$ cat config.mk
export PLATFORM = sky130hd
export DESIGN_NAME = coherent_l1_cache
export DESIGN_NICKNAME = d
export VERILOG_FILES = /design/src/rtl/coherent_l1_cache.sv
export SDC_FILE = /design/constraint.sdc
export NUM_CORES = 1
export LEC_CHECK = 0
export CORE_ASPECT_RATIO = 0.6
export CORE_MARGIN = 10
export CORE_UTILIZATION = 55
export DETAILED_ROUTE_END_ITERATION = 8
export GPL_TIMING_DRIVEN = 0
export PLACE_DENSITY = 0.78
export SLEW_MARGIN = 20
export SYNTH_ARGS = -nofsm -noshare
export SYNTH_HDL_FRONTEND = slang
export SYNTH_SLANG_ARGS = --single-unit
$ cat constraint.sdc
create_clock -name new_clock -period 8.8 [get_ports new_clock]
set_input_delay 2.2 -clock new_clock [delete_from_list [all_inputs] [get_ports new_clock]]
set_output_delay 2.2 -clock new_clock [all_outputs]
set_load 0.01 [all_outputs]
$ cat src/rtl/coherent_l1_cache.sv
// coherent_l1_cache
// Direct-mapped, write-through L1 data cache with one word per line, for one
// core of a multi-core CPU. It sits between the core memory stage and the
// shared SSRAM port.
//   new_clock, reset_n     : clock and synchronous active-low reset
//   req_*                  : core request (held while stall=1)
//   rdata, stall           : load data and pipeline stall (combinational)
//   sram_*                 : SSRAM port (address/data/strobes, read data in)
//   bcast_valid/addr       : own-store broadcast to peers
//   peer_inv_valid/addr    : peer store broadcasts, which invalidate matching lines
//   snoop_addr/data/hit    : per-peer combinational read ports into the array
// Optional feature macro PERF_COUNTERS_EN adds the saturating hit_count and
// miss_count outputs.
module coherent_l1_cache #(
    parameter int DATA_W    = 32,
    parameter int ADDR_W    = 6,
    parameter int INDEX_W   = 4,
    parameter int NUM_PEERS = 3,
    parameter int SRAM_LAT  = 2
) (
    input  logic                          new_clock,
    input  logic                          reset_n,
    input  logic                          req_en,
    input  logic                          req_we,
    input  logic [ADDR_W-1:0]             req_addr,
    input  logic [DATA_W-1:0]             req_wdata,
    output logic [DATA_W-1:0]             rdata,
    output logic                          stall,
    output logic [ADDR_W-1:0]             sram_addr,
    output logic [DATA_W-1:0]             sram_wdata,
    output logic                          sram_we,
    output logic                          sram_oe,
    input  logic [DATA_W-1:0]             sram_rdata,
    output logic                          bcast_valid,
    output logic [ADDR_W-1:0]             bcast_addr,
    input  logic [NUM_PEERS-1:0]          peer_inv_valid,
    input  logic [NUM_PEERS*ADDR_W-1:0]   peer_inv_addr,
    input  logic [NUM_PEERS*ADDR_W-1:0]   snoop_addr,
    output logic [NUM_PEERS*DATA_W-1:0]   snoop_data,
    output logic [NUM_PEERS-1:0]          snoop_hit
`ifdef PERF_COUNTERS_EN
    ,
    output logic [15:0]                   hit_count,
    output logic [15:0]                   miss_count
`endif
);

    localparam int TAG_W = ADDR_W - INDEX_W;
    localparam int LINES = 1 << INDEX_W;
    localparam int CNT_W = (SRAM_LAT > 1) ? $clog2(SRAM_LAT) : 1;

    typedef enum logic [1:0] {IDLE, RD_WAIT, WR_WAIT, RESP} state_t;

    state_t             state_r;
    logic [CNT_W-1:0]   cnt_r;
    logic [ADDR_W-1:0]  addr_r;
    logic [DATA_W-1:0]  resp_data_r;
    logic [LINES-1:0]   valid_r;
    logic [TAG_W-1:0]   tag_r  [LINES];
    logic [DATA_W-1:0]  data_r [LINES];

    logic [INDEX_W-1:0] idx_s;
    logic [INDEX_W-1:0] fill_idx_s;
    logic               hit_s;
    logic               store_s;
    logic               load_hit_s;
    logic               load_miss_s;
    logic               fill_s;
    logic [NUM_PEERS-1:0] kill_s;

    assign idx_s       = req_addr[INDEX_W-1:0];
    assign fill_idx_s  = addr_r[INDEX_W-1:0];
    assign hit_s       = valid_r[idx_s] && (tag_r[idx_s] == req_addr[ADDR_W-1:INDEX_W]);
    assign store_s     = (state_r == IDLE) && req_en && req_we;
    assign load_hit_s  = (state_r == IDLE) && req_en && !req_we && hit_s;
    assign load_miss_s = (state_r == IDLE) && req_en && !req_we && !hit_s;
    assign fill_s      = (state_r == RD_WAIT) && (cnt_r == CNT_W'(0));

    // Per-peer invalidate decision. On the line being filled this cycle the
    // peer address is compared with the incoming fill, so invalidate beats fill.
    always_comb begin
        kill_s = '0;
        for (int i = 0; i < NUM_PEERS; i++) begin
            if (peer_inv_valid[i]) begin
                if (fill_s && (peer_inv_addr[i*ADDR_W +: INDEX_W] == fill_idx_s)) begin
                    kill_s[i] = (peer_inv_addr[i*ADDR_W +: ADDR_W] == addr_r);
                end else begin
                    kill_s[i] = valid_r[peer_inv_addr[i*ADDR_W +: INDEX_W]] &&
                                (tag_r[peer_inv_addr[i*ADDR_W +: INDEX_W]] ==
                                 peer_inv_addr[i*ADDR_W+INDEX_W +: TAG_W]);
                end
            end else begin
                kill_s[i] = 1'b0;
            end
        end
    end

    // Core-side and SSRAM-side outputs decoded from state and live request.
    always_comb begin
        stall       = 1'b0;
        rdata       = data_r[idx_s];
        sram_addr   = req_addr;
        sram_wdata  = req_wdata;
        sram_we     = 1'b0;
        sram_oe     = 1'b0;
        bcast_valid = 1'b0;
        bcast_addr  = req_addr;
        case (state_r)
            IDLE: begin
                if (req_en && req_we) begin
                    stall       = 1'b1;
                    sram_we     = 1'b1;
                    bcast_valid = 1'b1;
                end else if (req_en && !hit_s) begin
                    stall   = 1'b1;
                    sram_oe = 1'b1;
                end else begin
                    stall = 1'b0;
                end
            end
            RD_WAIT: begin
                stall     = 1'b1;
                sram_oe   = 1'b1;
                sram_addr = addr_r;
            end
            WR_WAIT: begin
                stall     = 1'b1;
                sram_addr = addr_r;
            end
            RESP: begin
                // Registered fill value: still correct if the line was invalidated.
                rdata     = resp_data_r;
                sram_addr = addr_r;
            end
            default: begin
                stall = 1'b0;
            end
        endcase
    end

    // Miss/write sequencing FSM with latency counter and held address.
    always_ff @(posedge new_clock) begin
        if (!reset_n) begin
            state_r     <= IDLE;
            cnt_r       <= '0;
            addr_r      <= '0;
            resp_data_r <= '0;
        end else begin
            case (state_r)
                IDLE: begin
                    if (store_s) begin
                        addr_r  <= req_addr;
                        cnt_r   <= CNT_W'(SRAM_LAT - 1);
                        state_r <= WR_WAIT;
                    end else if (load_miss_s) begin
                        addr_r  <= req_addr;
                        cnt_r   <= CNT_W'(SRAM_LAT - 1);
                        state_r <= RD_WAIT;
                    end else begin
                        state_r <= IDLE;
                    end
                end
                RD_WAIT: begin
                    if (cnt_r == CNT_W'(0)) begin
                        resp_data_r <= sram_rdata;
                        state_r     <= RESP;
                    end else begin
                        cnt_r <= cnt_r - CNT_W'(1);
                    end
                end
                WR_WAIT: begin
                    if (cnt_r == CNT_W'(0)) begin
                        state_r <= RESP;
                    end else begin
                        cnt_r <= cnt_r - CNT_W'(1);
                    end
                end
                RESP:    state_r <= IDLE;
                default: state_r <= IDLE;
            endcase
        end
    end

    // Valid bits: set by fill, cleared by peer invalidates (applied last so they win).
    always_ff @(posedge new_clock) begin
        if (!reset_n) begin
            valid_r <= '0;
        end else begin
            if (fill_s) begin
                valid_r[fill_idx_s] <= 1'b1;
            end
            for (int i = 0; i < NUM_PEERS; i++) begin
                if (kill_s[i]) begin
                    valid_r[peer_inv_addr[i*ADDR_W +: INDEX_W]] <= 1'b0;
                end
            end
        end
    end

    // Line data and tags; write-no-allocate, so stores only touch hitting lines.
    always_ff @(posedge new_clock) begin
        if (reset_n) begin
            if (fill_s) begin
                data_r[fill_idx_s] <= sram_rdata;
                tag_r[fill_idx_s]  <= addr_r[ADDR_W-1:INDEX_W];
            end else if (store_s && hit_s) begin
                data_r[idx_s] <= req_wdata;
            end
        end
    end

    // Snoop read ports straight off the array, independent of the FSM.
    always_comb begin
        snoop_data = '0;
        snoop_hit  = '0;
        for (int i = 0; i < NUM_PEERS; i++) begin
            snoop_data[i*DATA_W +: DATA_W] = data_r[snoop_addr[i*ADDR_W +: INDEX_W]];
            snoop_hit[i] = valid_r[snoop_addr[i*ADDR_W +: INDEX_W]] &&
                           (tag_r[snoop_addr[i*ADDR_W +: INDEX_W]] ==
                            snoop_addr[i*ADDR_W+INDEX_W +: TAG_W]);
        end
    end

`ifdef PERF_COUNTERS_EN
    // Saturating hit/miss counters for IDLE load lookups.
    always_ff @(posedge new_clock) begin
        if (!reset_n) begin
            hit_count  <= 16'h0000;
            miss_count <= 16'h0000;
        end else begin
            if (load_hit_s && (hit_count != 16'hFFFF)) begin
                hit_count <= hit_count + 16'h0001;
            end
            if (load_miss_s && (miss_count != 16'hFFFF)) begin
                miss_count <= miss_count + 16'h0001;
            end
        end
    end
`endif

endmodule

# Yosys cells after proc, flatten, opt, wreduce, memory -nomap -nowiden
# Memory sizes are Yosys's and may differ from the RTL's.
# Index checks and enable logic that the tools add are counted.
dict set report word_totals {
  output_inout_bits 179
  mem_bits_rw 544
  reg_bits 57
  input_bits 113
  elab_cells 143
  n_memories 2
}
# memory depth width read_ports rd_ports_with_merged_regs wr line_no
set memory_table {}
lappend memory_table {data_r 16 32 4 0 1 60} ;# logic [DATA_W-1:0] data_r [LINES];
lappend memory_table {tag_r 16 2 7 0 1 59} ;# logic [TAG_W-1:0] tag_r [LINES];
dict set report op_classes {
  mux 64
  reduce_logical 33
  magnitude_cmp 12
  bitwise_logic 8
  n_eq_ne 18
  add_sub_neg 1
}
# operator count
set op_table {}
lappend op_table {{2-to-1 mux 16 bit} 7}
lappend op_table {{2-to-1 mux 32 bit} 2}
lappend op_table {{bitwise AND 16 bit} 3}
lappend op_table {{inverter 16 bit} 3}
lappend op_table {{less-than comparator 4 x 5 -> 1 bit (second input constant)} 8}
lappend op_table {{2-to-1 mux 1 bit} 34}
lappend op_table {{OR reduction 32 bit} 1}
lappend op_table {{binary-select mux 1 bit (select 4 bit)} 7}
lappend op_table {{logical AND 1 bit} 22}
lappend op_table {{== test 6 bit} 3}
lappend op_table {{2-to-1 mux 6 bit} 3}
lappend op_table {{demux 1 bit (select 4 bit)} 4}
lappend op_table {{greater-or-equal comparator 4 x 1 -> 1 bit (second input constant)} 4}
lappend op_table {{OR 16 bit} 1}
lappend op_table {{== test 2 bit} 7}
lappend op_table {{== test 4 bit} 3}
lappend op_table {{one-hot mux 1 bit (2 select lines)} 3}
lappend op_table {{one-hot mux 2 bit (3 select lines)} 1}
lappend op_table {{AND reduction 2 bit} 3}
lappend op_table {{== test 2 bit (second input constant)} 2}
lappend op_table {{2-to-1 mux 2 bit} 2}
lappend op_table {{2-to-1 mux 4 bit} 1}
lappend op_table {{nonzero test 2 bit} 2}
lappend op_table {{inequality test 3 bit (second input constant)} 1}
lappend op_table {{other kinds (8)} 9}

# Depth between registers and ports, before layout
dict set report depth {
  depth_word 15
  mapped_depth 11
  ltp_nobuf 10
}

# Least setup slack after synthesis
# Ideal clock, no wire load.
dict set report synth_timing {
  kind {input-to-reg}
  from {input req_addr[2]}
  to {memory data_r[4][0], enable pin}
  path_slack_ps 1838
  t_arrival_ps 6490
  stages 11
  setup_time_ps 472
  n_path_buf 4
  path_cell_list {buf_4 > buf_6 > mux2i_1 > mux4_2 > mux2i_1 > xor2_1 > a21oi_4 > nand4_2 > buf_6 > buf_6 > o32ai_1}
}
dict set report synth_between {
  elab_chain_len 10
  word_cells_on_any_way 13
}
# element line_no
set synth_lines {}
lappend synth_lines {{start: declaration} 25} ;# input logic [ADDR_W-1:0] req_addr,
lappend synth_lines {{memory (16 x 2 bit) or binary-select mux 1 bit (select 4 bit) (tied branches)} --}
lappend synth_lines {{== test 2 bit or 2-to-1 mux 1 bit (tied branches)} 73} ;# assign hit_s = valid_r[idx_s] && (tag_r[idx_s] == req_addr[ADDR_W-1:INDEX_W]);
lappend synth_lines {{logical AND 1 bit} 73}
lappend synth_lines {{logical AND 1 bit} 206} ;# end else if (store_s && hit_s) begin
lappend synth_lines {{2-to-1 mux 1 bit} 206}
lappend synth_lines {{2-to-1 mux 1 bit} 203} ;# if (fill_s) begin
lappend synth_lines {{2-to-1 mux 1 bit} 202} ;# if (reset_n) begin
lappend synth_lines {{2-to-1 mux 1 bit (implied by the code)} 207} ;# data_r[idx_s] <= req_wdata;
lappend synth_lines {{OR reduction 32 bit (no source line)} --}
lappend synth_lines {{2-to-1 mux 4 bit (no source line) or 2-to-1 mux 1 bit (tied branches)} --}
lappend synth_lines {{end: declaration} 60}
# Several ways; a longest one is shown, not always the timed one. The select of a mux whose other input is x is not followed.

# Worst setup path after layout
dict set report layout_timing {
  from {input snoop_addr[13]}
  to {output snoop_data[93]}
}
dict set report layout_between {
  elab_chain_len 1
}
# element line_no
set layout_lines {}
lappend layout_lines {{start: declaration} 38} ;# input logic [NUM_PEERS*ADDR_W-1:0] snoop_addr,
lappend layout_lines {{memory (16 x 32 bit)} --}
lappend layout_lines {{end: declaration} 39} ;# output logic [NUM_PEERS*DATA_W-1:0] snoop_data,
# Every way passes these cells.

==> results_dict.tcl <==
set metrics [dict create \
    io_pins 292 \
    drt_iter0_markers 5813 \
    power.density_mw_per_mm2 160 \
    synth-edff-count 544 \
    core_region_area_mm2 0.0697 \
    hold_class "reg -> reg" \
    synth.yosys.seq_area_share_pct 45.2 \
    rr_startpoint "tag_r[14][1]" \
    leakage_nw 14.5 \
    drt-vias-per-instance 8.18 \
    seqCellArea_mm2 0.0175 \
    multi_input_area_mm2 0.0201 \
    syn_area_mm2 0.0386 \
    cts_tree "done" \
    stdcell_area_mm2 0.0454 \
    setup_viol 0 \
    cp.required_ns 6.60 \
    dp_slack_ns 0.0585 \
    rr_endpoint "data_r[11][17]" \
    clk_path_buf_depth 3 \
    cts_buffers 58 \
    power.total_mw 7.25 \
    finalWorstSetupSlack_ns 0.163 \
    finalCriticalPeriod_ns 8.64 \
    cts_root_buffer "clkbuf_16" \
    drive_above_1_share_pct 44.6 \
    synthCells 2072 \
    wl_per_cell_um 43.0 \
    status "completed" \
    dpl.hpwl_um 106000 \
    clock.fmax_mhz 116 \
    worst-path-max-fanout 10 \
    hold_violations 0 \
    place_area_mm2 0.0436 \
    insertion_delay_ns 0.67 \
    ctsHtreeMaxLevel 2 \
    layout_commonest_cell "mux4_2" \
    critical_path_class "in -> out" \
    grt_overflow 0 \
    die_x_um 362 \
    antenna_left 0 \
    relSlewSlack_pct 14.0 \
    synthArstFlopShare_pct 0 \
    rrSetupSlack_ns 4.16 \
    worstPathArrival_ns 6.44 \
    startpoint_type "input port" \
    postCtsSetupBuffers 0 \
    synth_ff_type "edfxtp_1" \
    start_util_pct 55.4 \
    r2r_cells 11 \
    io_buffers 272 \
    die-area_mm2 0.0816 \
    worst_pin_slew_ns 1.29 \
    num_vias 28200 \
    grt.busiest_layer "met2" \
    slew_violations 0 \
    grtUsageMet1_pct 44.8 \
    grt_use_met3_pct 18.3 \
    rsz0062_at_grt "no" \
    totalWireLength_um 148000 \
    grt_start_max_net_pins 22 \
    utilization_pct 65.2 \
    stdcell_count 3448 \
    cts.sinks 601 \
    yosys_warnings 0 \
    path_clk_slew_ns 0.07 \
    nNetsFinal 2588 \
    endpoint "snoop_data[93]" \
    synth_nets 2189 \
    yosys_register_bits 601 \
    syn_area_per_cell_um2 18.7 \
    most-common-layout-cells "725 x mux4_2, 544 x edfxtp_1, 272 x clkdlybuf4s50_1, 110 x nand2_1, 101 x clkbuf_1" \
    clock_skew_ns 0.0199 \
    dpl.cell_count 3335 \
    drc 0 \
    grt_use_total_pct 35.9 \
    met2_usage_pct 52.0 \
    rows 75 \
    worst_setup_path_end_kind "output pin" \
    worst_ir_drop_vdd_uv 165 \
    nFillCells 4530 \
    globalplace.congestion 0.993 \
    synth_cell_types 62 \
    post-route-period-util_pct 98.1 \
    grt_pass1_wl_um 208000 \
    grt_antenna_before_repair 1 \
    crit_start "snoop_addr[13]" \
    area_growth_pct 17.6 \
    grt_pass1_vias 28100 \
    die_height_um 225 \
    firstDrtPassIters 7 \
    max-cap-violations 0 \
]
==> registers in the layout, indices dropped and copies added, names as in the netlist <==
signal       count
cnt_r            1
addr_r           6
state_r          2
tag_r           32
data_r         512
resp_data_r     32
valid_r         16
==> power by group <==
group / switching (mW) / internal (mW) / total (mW)
Clock: 1.17 / 1.31 / 2.48
Sequential: 0.0610 / 3.17 / 3.23
Combinational: 0.822 / 0.714 / 1.54
==> layout make-up <==
cell class	instances	share of cell area, %
clock buffer	75	3.42
clock inverter	34	0.559
buffer	248	2.77
multi-input combinational	1199	44.3
antenna	4	0.0220
sequential	601	38.5
timing repair buffer	339	7.77
inverter	24	0.198
tap	924	2.54
==> cell usage after synthesis (all sizes together), types with 16 or more instances <==
cell / n / area share (%)
nand3: 16 / 0.22
a221oi: 16 / 0.38
dfxtp: 57 / 3.0
nor2: 21 / 0.20
mux2: 76 / 2.3
mux4: 729 / 43
xnor2: 23 / 0.52
edfxtp: 544 / 42
nand2: 110 / 1.1
a21boi: 32 / 0.62
inv: 24 / 0.23
clkbuf: 104 / 1.0
buf: 144 / 2.1
mux2i: 32 / 0.83
==> cell families (layout without fill, tap and decap cells) <==
group | Yosys count | in the layout | synth area share [%]
buf+inv | 272 | 720 | 3.33
xor+xnor | 34 | 34 | 0.770
flops | 601 | 601 | 45.2
other cells | 0 | 4 | 0
compound gates | 122 | 122 | 2.52
fa+ha+maj | 4 | 4 | 0.129
simple gates | 202 | 202 | 2.43
mux | 837 | 837 | 45.6
==> worst max-delay path, stage by stage <==
cell,delay (ns)
clkdlybuf4s50_1,0.51
clkbuf_1,0.58
clkbuf_1,0.68
clkbuf_1,0.87
mux4_2,0.43
mux4_2,0.60
clkdlybuf4s50_1,0.53
==> per-stage QoR <==
step	hold WS, ns	TNS, ns
5_1_grt	0.490	0
3_5_place_dp	0.455	0
2_1_floorplan	0.440	0
4_1_cts	0.465	0
6_report	0.463	0
3_3_place_gp	0.448	-1374.99
==> worst min path at each step <==
stage | start | end | slack (ns) | depth (start not counted)
6_report | resp_data_r[8] | resp_data_r[8] | 0.46 | 2
4_1_cts | resp_data_r[8] | resp_data_r[8] | 0.47 | 2
5_1_grt | resp_data_r[7] | resp_data_r[7] | 0.49 | 2
3_5_place_dp | resp_data_r[8] | resp_data_r[8] | 0.45 | 2
2_1_floorplan | resp_data_r[10] | resp_data_r[10] | 0.44 | 2
3_3_place_gp | resp_data_r[12] | resp_data_r[12] | 0.45 | 2
==> repair_timing <==
item | in CTS | in global routing
hold buffers | 0 | 0
endpoints found under the setup margin | 0 | 11
gates resized for setup | 0 | 9
==> per-layer routing <==
layer | vias to the layer above | routed length, um
met5 | - | 39
met1 | 14300 | 46300
li1 | 9973 | -
met3 | 638 | 29000
met4 | 4 | 8280
met2 | 3263 | 64500
Power figures use the tool's default switching activity.
